<file path="src/rtl/serial_pattern_gen_pkg.sv">
// serial_pattern_gen_pkg
//   Shared definitions for the serial pattern generator: FSM state encoding
//   and default sizing parameters.
//   No ports (package).
package serial_pattern_gen_pkg;

  localparam int DEF_WIDTH = 8;  // maximum pattern length in bits
  localparam int DEF_LEN_W = 4;  // width of len, must be able to hold DEF_WIDTH
  localparam int DEF_REP_W = 4;  // width of reps; passes = reps + 1

  typedef enum logic {
    S_IDLE  = 1'b0,
    S_SHIFT = 1'b1
  } state_t;

endpackage

</file>
<file path="src/rtl/serial_pattern_gen_shift_reg.sv">
// pgen_shift_reg
//   WIDTH-bit loadable pattern register with an indexed tap. The pattern
//   stays put for the whole run; the bit index walks it instead. This lets a
//   pass restart with no gap cycle.
// Ports
//   clk      in   1      system clock, rising edge
//   reset    in   1      synchronous, active-high reset
//   load     in   1      capture d on this edge
//   d        in   WIDTH  pattern to capture
//   tap_idx  in   IDX_W  bit position to read
//   tap      out  1      selected bit (taken from d while loading)
module pgen_shift_reg #(
  parameter int WIDTH = 8,
  parameter int IDX_W = $clog2(WIDTH)
) (
  input  logic             clk,
  input  logic             reset,
  input  logic             load,
  input  logic [WIDTH-1:0] d,
  input  logic [IDX_W-1:0] tap_idx,
  output logic             tap
);

  logic [WIDTH-1:0] q;

  always_ff @(posedge clk) begin
    if (reset) begin
      q <= '0;
    end else if (load) begin
      q <= d;
    end
  end

  // Bypass on load so the first bit leaves on the same edge the pattern is captured.
  assign tap = load ? d[tap_idx] : q[tap_idx];

endmodule

</file>
<file path="src/rtl/serial_pattern_gen.sv">
// serial_pattern_gen
//   Serialises a loaded pattern word MSB-first onto x, one bit per clk, for
//   reps+1 back-to-back passes. Feeds sequence_detect's x input.
// Ports
//   clk      in   1      system clock, rising edge
//   reset    in   1      synchronous, active-high reset
//   start    in   1      begin a run (sampled in IDLE only)
//   stop     in   1      abort current run
//   hold     in   1      pause shifting; x frozen, x_valid low
//   pattern  in   WIDTH  bits to send; bit [eff_len-1] goes first
//   len      in   LEN_W  pattern length; 0 or >WIDTH clamps to WIDTH
//   reps     in   REP_W  extra passes after the first
//   x        out  1      serial bit
//   x_valid  out  1      x carries a pattern bit this cycle
//   busy     out  1      run in progress
//   done     out  1      one-cycle pulse on normal completion
//
// state   | meaning
// S_IDLE  | waiting for start; outputs low
// S_SHIFT | presenting pattern bits, pass_cnt passes still to go after this one
module serial_pattern_gen
  import serial_pattern_gen_pkg::*;
#(
  parameter int WIDTH = DEF_WIDTH,
  parameter int LEN_W = DEF_LEN_W,
  parameter int REP_W = DEF_REP_W
) (
  input  logic             clk,
  input  logic             reset,
  input  logic             start,
  input  logic             stop,
  input  logic             hold,
  input  logic [WIDTH-1:0] pattern,
  input  logic [LEN_W-1:0] len,
  input  logic [REP_W-1:0] reps,
  output logic             x,
  output logic             x_valid,
  output logic             busy,
  output logic             done
);

  localparam int IDX_W = $clog2(WIDTH);
  localparam logic [LEN_W-1:0] WIDTH_L = LEN_W'(WIDTH);

  state_t           state, state_n;
  logic [LEN_W-1:0] bit_idx, bit_idx_n;
  logic [LEN_W-1:0] eff_len, eff_len_n;
  logic [REP_W-1:0] pass_cnt, pass_n;
  logic             x_n, x_valid_n, busy_n, done_n;

  logic [LEN_W-1:0] eff_in;
  logic [LEN_W-1:0] tap_idx;
  logic             load;
  logic             tap;

  assign eff_in = ((len == '0) || (len > WIDTH_L)) ? WIDTH_L : len;
  assign load   = (state == S_IDLE) && start && !stop;

  // Index of the bit that goes out on the next edge: first bit of a new run,
  // the next lower bit, or the wrap back to the top for the next pass.
  always_comb begin
    tap_idx = eff_len - LEN_W'(1);
    if (state == S_IDLE) begin
      tap_idx = eff_in - LEN_W'(1);
    end else if (bit_idx != '0) begin
      tap_idx = bit_idx - LEN_W'(1);
    end
  end

  pgen_shift_reg #(
    .WIDTH (WIDTH),
    .IDX_W (IDX_W)
  ) u_shift_reg (
    .clk     (clk),
    .reset   (reset),
    .load    (load),
    .d       (pattern),
    .tap_idx (tap_idx[IDX_W-1:0]),
    .tap     (tap)
  );

  always_ff @(posedge clk) begin
    if (reset) begin
      state    <= S_IDLE;
      bit_idx  <= '0;
      eff_len  <= '0;
      pass_cnt <= '0;
      x        <= 1'b0;
      x_valid  <= 1'b0;
      busy     <= 1'b0;
      done     <= 1'b0;
    end else begin
      state    <= state_n;
      bit_idx  <= bit_idx_n;
      eff_len  <= eff_len_n;
      pass_cnt <= pass_n;
      x        <= x_n;
      x_valid  <= x_valid_n;
      busy     <= busy_n;
      done     <= done_n;
    end
  end

  always_comb begin
    state_n   = state;
    bit_idx_n = bit_idx;
    eff_len_n = eff_len;
    pass_n    = pass_cnt;
    x_n       = x;
    x_valid_n = x_valid;
    busy_n    = busy;
    done_n    = 1'b0;
    case (state)
      S_IDLE: begin
        x_n       = 1'b0;
        x_valid_n = 1'b0;
        busy_n    = 1'b0;
        if (load) begin
          eff_len_n = eff_in;
          pass_n    = reps;
          bit_idx_n = eff_in - LEN_W'(1);
          x_n       = tap;
          x_valid_n = 1'b1;
          busy_n    = 1'b1;
          state_n   = S_SHIFT;
        end
      end
      S_SHIFT: begin
        if (stop) begin
          x_n       = 1'b0;
          x_valid_n = 1'b0;
          busy_n    = 1'b0;
          state_n   = S_IDLE;
        end else if (hold) begin
          x_valid_n = 1'b0;
        end else if (bit_idx != '0) begin
          bit_idx_n = bit_idx - LEN_W'(1);
          x_n       = tap;
          x_valid_n = 1'b1;
        end else if (pass_cnt != '0) begin
          pass_n    = pass_cnt - REP_W'(1);
          bit_idx_n = eff_len - LEN_W'(1);
          x_n       = tap;
          x_valid_n = 1'b1;
        end else begin
          x_n       = 1'b0;
          x_valid_n = 1'b0;
          busy_n    = 1'b0;
          done_n    = 1'b1;
          state_n   = S_IDLE;
        end
      end
      default: state_n = S_IDLE;
    endcase
  end

endmodule
</file>
<file path="config.mk">
export PLATFORM = sky130hd
export DESIGN_NAME = serial_pattern_gen
export DESIGN_NICKNAME = d
export VERILOG_FILES = /design/src/rtl/serial_pattern_gen_pkg.sv /design/src/rtl/serial_pattern_gen_shift_reg.sv /design/src/rtl/serial_pattern_gen.sv
export SDC_FILE = /design/constraint.sdc
export NUM_CORES = 1
export LEC_CHECK = 0
export ABC_AREA = 1
export BUFFER_PORTS_ARGS = -buffer_cell sky130_fd_sc_hd__buf_2
export CAP_MARGIN = 0
export CORE_ASPECT_RATIO = 0.5
export CORE_UTILIZATION = 56
export CTS_CLUSTER_SIZE = 28
export DETAILED_ROUTE_END_ITERATION = 12
export PLACE_DENSITY = 0.77
export RECOVER_POWER = 50
export SYNTH_ARGS = -nofsm -noshare
export SYNTH_HDL_FRONTEND = slang
export SYNTH_HIERARCHICAL = 1
export SYNTH_SLANG_ARGS = --single-unit
</file>
<file path="constraint.sdc">
create_clock -name clk -period 2.5 [get_ports clk]
set_input_delay 0.125 -clock clk [delete_from_list [all_inputs] [get_ports clk]]
set_output_delay 0.125 -clock clk [all_outputs]
set_load 0.01 [all_outputs]
</file>
==> results of run 1 <==
==> per-stage QoR <==
step / setup slack [ns] / hold WS, ns / instance area, um2
detailed placement: 0.3336 / 0.3923 / 1769
CTS: 0.3158 / 0.1032 / 1815
global placement: 0.4529 / 0.3855 / 1769
floorplan: 0.5727 / 0.2647 / 1650
finish: 0.3081 / 0.1003 / 1799
global route: 0.01266 / 0.09538 / 1799
==> state kept, by name, summed over array words and instances, names as in the netlist <==
| signal | cells |
|---|---|
| x | 1 |
| done | 1 |
| u_shift_reg/q | 8 |
| busy | 1 |
| pass_cnt | 4 |
| bit_idx | 4 |
| state | 1 |
| eff_len | 4 |
| x_valid | 1 |
==> power by group <==
group          total, W  switching, W  internal, W
clock          0.000250      0.000138     0.000112
sequential     0.000443     0.0000174     0.000425
combinational  0.000290      0.000177     0.000113
==> synth_stat cells <==
master    count
inv_2         7
nor2_4        1
buf_6         3
clkbuf_2      1
or2_2         2
nand3_1      23
and2_4        1
nand3_2       3
buf_1         1
nand3b_1      1
ha_1          5
nand2_1      62
nand4_1       1
nor3_1        1
or2_0         1
a211oi_2      7
buf_12        1
dfxtp_1      25
nand3_4       1
nor2_1       30
buf_4         1
o21ai_1       1
o211ai_1      1
a21oi_1       7
inv_1        36
a211oi_1      2
xor2_1        1
inv_8         2
nand2_2       3
o21ai_2       2
mux2i_1       1
o21ai_0      10
nor2_2        2
==> worst reg2reg max path, cell delays in order, from the launching register on <==
cell and delay [ns]:
dfxtp_1 0.34, inv_1 0.10, ha_1 0.24, nand2_1 0.11, nand2_1 0.14, nor2_1 0.06, nor2_1 0.13, nand2_1 0.29
inv_8 0.16, nand2_1 0.07, nand3_1 0.07, nand3_1 0.07, nand3_1 0.08, nand2_1 0.05, mux2i_1 0.12, nor2_1 0.06
==> logic make-up (layout without fill, tap and decap cells) <==
| logic type | Yosys count | in the layout | share of synthesized area |
|---|---|---|---|
| flops | 25 | 25 | 0.3033 |
| buf+inv | 52 | 76 | 0.1539 |
| compound gates | 30 | 30 | 0.1319 |
| xor+xnor | 1 | 1 | 0.005308 |
| simple gates | 132 | 132 | 0.3616 |
| mux | 1 | 1 | 0.006065 |
| fa+ha+maj | 5 | 5 | 0.03791 |
==> final cells by class <==
type                            instances  area, um2
Sequential cell                        25      500.5
Clock buffer                            3      41.29
Fill cell                             262      900.9
Tap cell                               37      46.29
Timing Repair Buffer                   27      133.9
Inverter                               45      183.9
Multi-Input combinational cell        169      888.4
Clock inverter                          1      5.005
==> final timing paths <==
path                                 startpoint                             to  slack, ns  depth (start not counted)
setup reg to reg        bit_idx[0]$_SDFFE_PP0P_                 x$_SDFFE_PP0P_       0.31                         15
setup / recovery        bit_idx[0]$_SDFFE_PP0P_                 x$_SDFFE_PP0P_       0.31                         15
hold reg to reg   u_shift_reg/q[5]$_SDFFE_PP0P_  u_shift_reg/q[5]$_SDFFE_PP0P_       0.48                          2
hold / removal                       pattern[2]  u_shift_reg/q[2]$_SDFFE_PP0P_       0.10                          3
==> routing by layer <==
layer	up-vias	routed length [um]	track usage
met5	-	0	0
met4	0	13	0.04630
met3	2	148	0.06136
met2	33	1475	0.4239
met1	651	1726	0.2834
li1	815	-	-
==> results.sh, run 1 <==
export IMPL_status="complete, no violations"
export IMPL_die_height_um=40.39
export IMPL_ys_types=33
export IMPL_grt_pass1_vias=1244
export IMPL_final_core_util=0.6664
export IMPL_synthesis_nets=272
export IMPL_ios=25
export IMPL_synth_area_per_cell_um2=6.709
export IMPL_grt_max_degree=17
export IMPL_clock_path_buffers=2
export IMPL_worstPathArrival_ns=2.36
export IMPL_cts_root_buf="clkbuf_8"
export IMPL_min_path_type="in -> reg"
export IMPL_hold_violations=0
export IMPL_critical_path_required_ns=2.67
export IMPL_path_buf_inv=2
export IMPL_dieWidth_um=78.77
export IMPL_slowest_delay_ns=0.34
export IMPL_htreeDepth=1
export IMPL_worst_slew_pin_slew_ns=0.5748
export IMPL_drv_slew=0
export IMPL_critPathMaxFanout=10
export IMPL_yosysWarnings=6
export IMPL_hpwlAfterDp_um=2646
export IMPL_routed_via_density=4.889
export IMPL_insertion_delay_ns=0.27
export IMPL_setup_tns_ns=0
export IMPL_end_kind="flip-flop"
export IMPL_numCtsBuffers=3
export IMPL_yosysTopAreaCell="dfxtp_1"
export IMPL_cts_resized_gates=0
export IMPL_globalplace_congestion=0.8747
export IMPL_dieArea_um2=3181
export IMPL_clk_pin_slew_ns=0.09
export IMPL_port_buffers=24
export IMPL_ant_nets=0
export IMPL_powerDensity_nw_per_um2=545.9
export IMPL_num_vias=1501
export IMPL_fin_cells=307
export IMPL_grt_pass1_wl_um=5464
export IMPL_syn_inst=246
export IMPL_crit_type="reg -> reg"
export IMPL_drive_gt1_frac=0.2037
export IMPL_cts_sinks=25
export IMPL_synthTopCellsByArea="dfxtp_1 30%, nand2_1 14%, inv_1 8.2%"
export IMPL_dr_pass1_iters=4
export IMPL_min_period_over_period=0.8768
export IMPL_drv_cap=0
export IMPL_max_freq_ghz=0.4562
export IMPL_rows=13
export IMPL_dp_cells=303
export IMPL_slew_headroom=0.6127
export IMPL_drc_errors=0
export IMPL_overflow=0
export IMPL_cpMaxStageDelayCell="dfxtp_1"
export IMPL_worst_path_most_repeated_cell="nand2_1"
export IMPL_layout_commonest_cell="nand2_1"
export IMPL_coreArea_um2=2700
export IMPL_antenna_found_initial=0
export IMPL_synthToLayoutAreaGrowth_pct=9.022
export IMPL_cp_start_kind="flip-flop"
export IMPL_routed_wl_um=3363
export IMPL_drtIter0Drc=44
export IMPL_grt_use_total=0.2310
export IMPL_rsz0062_at_grt="false"
export IMPL_seq_area_frac_synth=0.3033
export IMPL_finalCriticalPeriod_ns=2.192
export IMPL_setup_viol=0
export IMPL_wl_per_cell_um=10.95
export IMPL_vdd_drop_max_mv=0.3375
export IMPL_ys_ff_latch=25
export IMPL_syn_cell_area_um2=1650
export IMPL_finClkSkew_ns=0.002333
export IMPL_design_power_total_w=0.0009822
export IMPL_cts_tree="done"
export IMPL_cts_hold_buf=0
export IMPL_post_cts_buffers=0
export IMPL_synth_top_area_frac=0.3033
export IMPL_antenna_cells=0
export IMPL_p_leak_nw=0.9026
export IMPL_start_util=0.6112
export IMPL_final_cell_mix="62 x nand2_1, 36 x inv_1, 30 x nor2_1, 25 x dfxtp_1, 23 x nand3_1"
export IMPL_cp_top_family="simple AND/OR/NAND/NOR gates"
export IMPL_worstPathCellList="inv_1, ha_1, nand2_1, nand2_1, nor2_1, nor2_1, nand2_1, inv_8, nand2_1, nand3_1, nand3_1, nand3_1, nand2_1, mux2i_1, nor2_1"
export IMPL_nets=297
(Power assumes the default switching activity.)
==> run 2: changes to the inputs <==
- CORE_MARGIN: default -> 5
==> run 2 against run 1 <==
Register-to-register slack is essentially flat. Clock skew rose by 0.0024 ns. Worst setup slack lost 0.012 ns. Critical path depth fell by 1. Largest cell class unchanged. Sequential share of layout area rose by 0.12 points. Via count increased by 2.2%. Utilization is 0.28 points lower. Largest power group unchanged. Non-clock buffer count unchanged.
==> results.sh, run 2 (same netlist as run 1, synthesis figures left out) <==
export IMPL_critical_path_required_ns=2.67
export IMPL_r2r_start="bit_idx[0]$_SDFFE_PP0P_"
export IMPL_layout_commonest_cell="nand2_1"
export IMPL_final_cell_mix="62 x nand2_1, 36 x inv_1, 31 x nor2_1, 25 x dfxtp_1, 23 x nand3_1"
export IMPL_swShare=0.3374
export IMPL_overflow=0
export IMPL_end_kind="flip-flop"
export IMPL_powerDensity_nw_per_um2=546.9
export IMPL_antenna_cells=0
export IMPL_critPathMaxFanout=10
export IMPL_dieWidth_um=86.77
export IMPL_cp_startpoint="bit_idx[0]$_SDFFE_PP0P_"
export IMPL_fillers=257
export IMPL_regMostFlops="u_shift_reg/q"
export IMPL_place_ws_ns=0.3448
export IMPL_die_height_um=48.39
export IMPL_clock_power_share=0.250
export IMPL_start_util=0.6112
export IMPL_cts_root_buf="clkbuf_8"
export IMPL_cts_resized_gates=0
export IMPL_synthToLayoutAreaGrowth_pct=8.567
export IMPL_num_vias=1534
export IMPL_largest_register_ffs=8
export IMPL_dieArea_um2=4198
export IMPL_hpwlAfterDp_um=2797
export IMPL_max_freq_ghz=0.4538
export IMPL_p_sw_w=0.0003305
export IMPL_reg2reg_depth=14
export IMPL_drc_errors=0
export IMPL_port_buffers=24
export IMPL_power_internal_w=0.0006493
export IMPL_worstHoldStart="pattern[2]"
export IMPL_worst_slew_pin_slew_ns=0.6284
export IMPL_final_core_util=0.6636
export IMPL_drive_gt1_frac=0.2000
export IMPL_rsz0062_at_grt="false"
export IMPL_ios=25
export IMPL_clk_pin_slew_ns=0.09
export IMPL_crit_type="reg -> reg"
export IMPL_cts_hold_buf=0
export IMPL_hold_violations=0
export IMPL_p_leak_nw=0.9020
export IMPL_globalplace_congestion=0.8733
export IMPL_insertion_delay_ns=0.27
export IMPL_cts_sinks=25
export IMPL_cts_tree="done"
export IMPL_setup_viol=0
export IMPL_cp_start_kind="flip-flop"
export IMPL_finalCriticalPeriod_ns=2.203
export IMPL_post_cts_buffers=0
export IMPL_min_period_over_period=0.8814
export IMPL_grt_use_total=0.1762
export IMPL_worst_slack_ns=0.2965
export IMPL_grt_max_degree=17
export IMPL_hold_depth=3
export IMPL_wl_per_cell_um=11.66
export IMPL_dr_pass1_iters=4
export IMPL_drv_cap=0
export IMPL_nets=297
export IMPL_routed_via_density=4.997
export IMPL_status="complete, no violations"
export IMPL_drv_slew=0
export IMPL_vdd_drop_max_mv=0.2357
export IMPL_numCtsBuffers=3
export IMPL_ant_nets=0
export IMPL_rows=13
export IMPL_p_comb_frac=0.297
export IMPL_htreeDepth=1
export IMPL_min_path_type="in -> reg"
export IMPL_clock_path_buffers=2
export IMPL_drtIter0Drc=48
export IMPL_slew_headroom=0.5767
export IMPL_setup_tns_ns=0
export IMPL_routed_wl_um=3579
export IMPL_grt_pass1_wl_um=6058
export IMPL_seq_power_share=0.453
export IMPL_worstPathArrival_ns=2.38
export IMPL_coreArea_um2=2700
export IMPL_grt_pass1_vias=1426
export IMPL_antenna_found_initial=0
export IMPL_finClkSkew_ns=0.004752
## run 2: cell count changes in the layout (fill, tap and decap cells not counted)
cell | before | now
nor2_1 | 30 | 31
nor2_4 | 1 | 0
## run 2: power by group through the flow
| stage | clock [W] | combinational [W] | sequential (W) |
|---|---|---|---|
| floorplan | 0 | 0.000238 | 0.000447 |
| global placement | 0 | 0.000286 | 0.000451 |
| detailed placement | 0 | 0.000295 | 0.000452 |
| CTS | 0.000255 | 0.000297 | 0.000443 |
| global route | 0.000270 | 0.000331 | 0.000447 |
| finish | 0.000245 | 0.000291 | 0.000443 |
## run 2: final cells by class
type / instances / area, um2 / area share
repair buffers: 27 / 133.9 / 0.07472
multi-input cells: 169 / 880.8 / 0.4916
clock buffers: 3 / 41.29 / 0.02304
well taps: 37 / 46.29 / 0.02584
clock inverters: 1 / 5.005 / 0.002793
inverters: 45 / 183.9 / 0.1027
flip-flops and latches: 25 / 500.5 / 0.2793
## run 2: final timing paths
| path | to | slack (ns) |
|---|---|---|
| max | x$_SDFFE_PP0P_ | 0.30 |
| min | u_shift_reg/q[2]$_SDFFE_PP0P_ | 0.1 |
| min reg2reg | pass_cnt[1]$_SDFFE_PP0P_ | 0.49 |
| max reg2reg | x$_SDFFE_PP0P_ | 0.30 |
## run 2: metrics by stage
step | hold WS (ns) | total power [W] | cells | cell area [um2]
3_3_place_gp | 0.3853 | 0.0007366 | 303 | 1769
5_1_grt | 0.1001 | 0.001048 | 307 | 1792
3_5_place_dp | 0.3885 | 0.0007473 | 303 | 1769
6_report | 0.09518 | 0.0009798 | 307 | 1792
2_1_floorplan | 0.2647 | 0.0006852 | 246 | 1650
4_1_cts | 0.09163 | 0.0009948 | 307 | 1815
## run 2: per-layer routing
metal,share of wire,track usage,vias up
met3,0.059,0.04890,6
li1,-,-,816
met4,0.0092,0.03886,0
met1,0.49,0.2203,680
met2,0.45,0.3008,32
met5,0,0,-
## run 2: critical path: stages (launching register included)
cell	delay (ns)
dfxtp_1	0.37
inv_1	0.08
ha_1	0.25
nand2_1	0.12
nand2_1	0.12
nor2_1	0.13
nor2_1	0.06
nand2_1	0.35
nand2_1	0.13
nand3_2	0.09
nand3_1	0.07
nand3_1	0.09
nand2_1	0.06
mux2i_1	0.13
nor2_1	0.06
==> run 3: changes to the inputs <==
- CORE_UTILIZATION: 56 -> 55
- PLACE_DENSITY: 0.77 -> 0.76
- SYNTH_HIERARCHICAL: 1 -> default
==> run 3 against run 2 <==
Sequential power is essentially flat. Sequential cell count is the same. Combinational power shrank 11%. Fmax grew 11%. Global-route usage grew 1.2 points. Design area shrank 6.6%. Synthesized area shrank 8.4%.
==> results.sh, run 3 <==
export IMPL_r2r_end="bit_idx[3]$_SDFFE_PP0P_"
export IMPL_synth_top_area_frac=0.3311
export IMPL_cts_resized_gates=0
export IMPL_synthesis_nets=239
export IMPL_cp_endpoint="bit_idx[3]$_SDFFE_PP0P_"
export IMPL_hold_violations=0
export IMPL_hpwlAfterDp_um=2573
export IMPL_routed_via_density=5.263
export IMPL_clock_path_buffers=2
export IMPL_powerDensity_nw_per_um2=568.2
export IMPL_synth_area_per_cell_um2=7.030
export IMPL_r2r_slack_ns=0.52
export IMPL_hold_ws_ns=0.1179
export IMPL_crit_type="reg -> reg"
export IMPL_cts_sinks=25
export IMPL_cts_tree="done"
export IMPL_syn_cell_area_um2=1511
export IMPL_cp_start_kind="flip-flop"
export IMPL_yosysWarnings=0
export IMPL_synthTopCellsByArea="dfxtp_1 33%, inv_1 9.7%, nand3_1 9.3%"
export IMPL_antenna_cells=0
export IMPL_seq_power_share=0.469
export IMPL_max_freq_ghz=0.5051
export IMPL_ys_types=31
export IMPL_drtIter0Drc=146
export IMPL_largest_register_ffs=8
export IMPL_slowest_delay_ns=0.61
export IMPL_nets=262
export IMPL_r2r_start="state$_SDFF_PP0_"
export IMPL_slew_headroom=0.6931
export IMPL_cpMaxStageDelayCell="dfxtp_1"
export IMPL_clock_power_share=0.258
export IMPL_cts_hold_buf=0
export IMPL_min_path_type="in -> reg"
export IMPL_final_cell_mix="39 x inv_1, 31 x nand2_1, 28 x nand3_1, 25 x dfxtp_1, 21 x a21oi_1"
export IMPL_htreeDepth=1
export IMPL_worstPathCellList="inv_4, nor2_4, inv_1, a21oi_1, inv_2, o21ai_4, inv_2, a21oi_1, a211oi_2"
export IMPL_drive_gt1_frac=0.1730
export IMPL_p_sw_w=0.0003148
export IMPL_yosysTopAreaCell="dfxtp_1"
export IMPL_reg2reg_depth=9
export IMPL_synthToLayoutAreaGrowth_pct=10.68
export IMPL_p_comb_frac=0.273
export IMPL_status="complete, no violations"
export IMPL_fillers=269
export IMPL_ant_nets=0
export IMPL_clk_pin_slew_ns=0.08
export IMPL_min_period_over_period=0.7919
export IMPL_cts_root_buf="clkbuf_8"
export IMPL_layout_commonest_cell="inv_1"
export IMPL_regMostFlops="u_shift_reg.q"
export IMPL_wl_per_cell_um=12.49
export IMPL_start_util=0.5772
export IMPL_p_leak_nw=0.8023
export IMPL_num_vias=1442
export IMPL_dieWidth_um=84.14
export IMPL_setup_viol=0
export IMPL_ys_ff_latch=25
export IMPL_setup_tns_ns=0
export IMPL_grt_pass1_wl_um=5802
export IMPL_numCtsBuffers=3
export IMPL_final_core_util=0.6388
export IMPL_syn_inst=215
export IMPL_globalplace_congestion=0.9015
export IMPL_overflow=0
export IMPL_rsz0062_at_grt="false"
export IMPL_vdd_drop_max_mv=0.2982
export IMPL_antenna_found_initial=0
export IMPL_drc_errors=0
export IMPL_end_kind="flip-flop"
export IMPL_grt_pass1_vias=1278
export IMPL_ios=25
export IMPL_grt_use_total=0.1881
export IMPL_layout_area_seq_um2=500.5
export IMPL_post_cts_buffers=0
export IMPL_finClkSkew_ns=0.005783
export IMPL_rows=13
export IMPL_power_internal_w=0.0006358
export IMPL_grt_max_degree=23
export IMPL_synthFlopType="dfxtp_1"
export IMPL_drv_slew=0
export IMPL_dieArea_um2=3960
export IMPL_multiInputGateArea_um2=798.3
export IMPL_dr_pass1_iters=4
export IMPL_worst_slew_pin_slew_ns=0.4597
export IMPL_finalCriticalPeriod_ns=1.980
export IMPL_synth_edf_count=0
export IMPL_swShare=0.3312
export IMPL_critical_path_required_ns=2.66
export IMPL_synth_commonest_cells="39 x inv_1, 31 x nand2_1, 28 x nand3_1"
export IMPL_port_buffers=24
export IMPL_seq_area_frac_synth=0.3311
export IMPL_coreArea_um2=2619
export IMPL_drv_cap=0
export IMPL_async_flop_share=0
export IMPL_insertion_delay_ns=0.27
export IMPL_cp_startpoint="state$_SDFF_PP0_"
export IMPL_die_height_um=47.07
export IMPL_worstPathArrival_ns=2.14
export IMPL_critPathMaxFanout=15
export IMPL_routed_wl_um=3421
export IMPL_synth_most_common_cell="inv_1"
[run 3: power by group through the flow]
stage	sequential, W	combinational, W	clock (W)
after floorplan	0.000449	0.000201	0
after global placement	0.000453	0.000252	0
after detailed placement	0.000454	0.000256	0
after CTS	0.000445	0.000261	0.000248
after global routing	0.000449	0.000296	0.000271
final	0.000446	0.000259	0.000245
[run 3: area by class of cell]
type	instances	share of cell area
timing repair buffer	24	0.06881
tap	37	0.02767
multi-input combinational	140	0.4772
clock buffer	4	0.02693
sequential	25	0.2992
inverter	44	0.1002
[run 3: worst min-delay path by stage]
| stage | startpoint | endpoint | slack [ns] | depth (start not counted) |
|---|---|---|---|---|
| floorplan | len[2] | eff_len[2]$_SDFFE_PP0P_ | 0.28 | 2 |
| global route | reps[0] | pass_cnt[0]$_SDFFE_PP0P_ | 0.11 | 3 |
| global placement | reps[0] | pass_cnt[0]$_SDFFE_PP0P_ | 0.41 | 3 |
| CTS | reps[0] | pass_cnt[0]$_SDFFE_PP0P_ | 0.13 | 3 |
| detailed placement | reps[0] | pass_cnt[0]$_SDFFE_PP0P_ | 0.41 | 3 |
| finish | reps[0] | pass_cnt[0]$_SDFFE_PP0P_ | 0.12 | 3 |
[run 3: cells by family after synthesis]
kind of cell | count (synthesis) | share of synthesized area
xor+xnor | 4 | 0.02318
compound gates | 54 | 0.2136
buf+inv | 50 | 0.1382
flops | 25 | 0.3311
simple gates | 79 | 0.2690
fa+ha+maj | 3 | 0.02484
[run 3: worst max-delay path: cells and delay by family, from the launching register on]
| kind | cells | cell delay, ns |
|---|---|---|
| buf+inv | 4 | 0.42 |
| compound gates | 4 | 0.72 |
| simple gates | 1 | 0.12 |
| flops | 1 | 0.61 |
[run 3: stage by stage]
| step | total power, W | instances | instance area, um2 | setup slack [ns] |
|---|---|---|---|---|
| after floorplan | 0.0006502 | 215 | 1511 | 0.9727 |
| after global placement | 0.0007050 | 270 | 1637 | 0.6547 |
| final | 0.0009506 | 274 | 1673 | 0.5202 |
| after CTS | 0.0009544 | 274 | 1682 | 0.5976 |
| after global routing | 0.001016 | 274 | 1673 | 0.4313 |
| after detailed placement | 0.0007102 | 270 | 1637 | 0.6372 |
[run 3: metal layers]
metal,track usage,part of all wire,vias to the layer above
met2,0.3354,0.46,35
met5,0,0,-
met3,0.05254,0.058,6
li1,-,-,744
met1,0.2400,0.48,657
met4,0.02885,0.0070,0
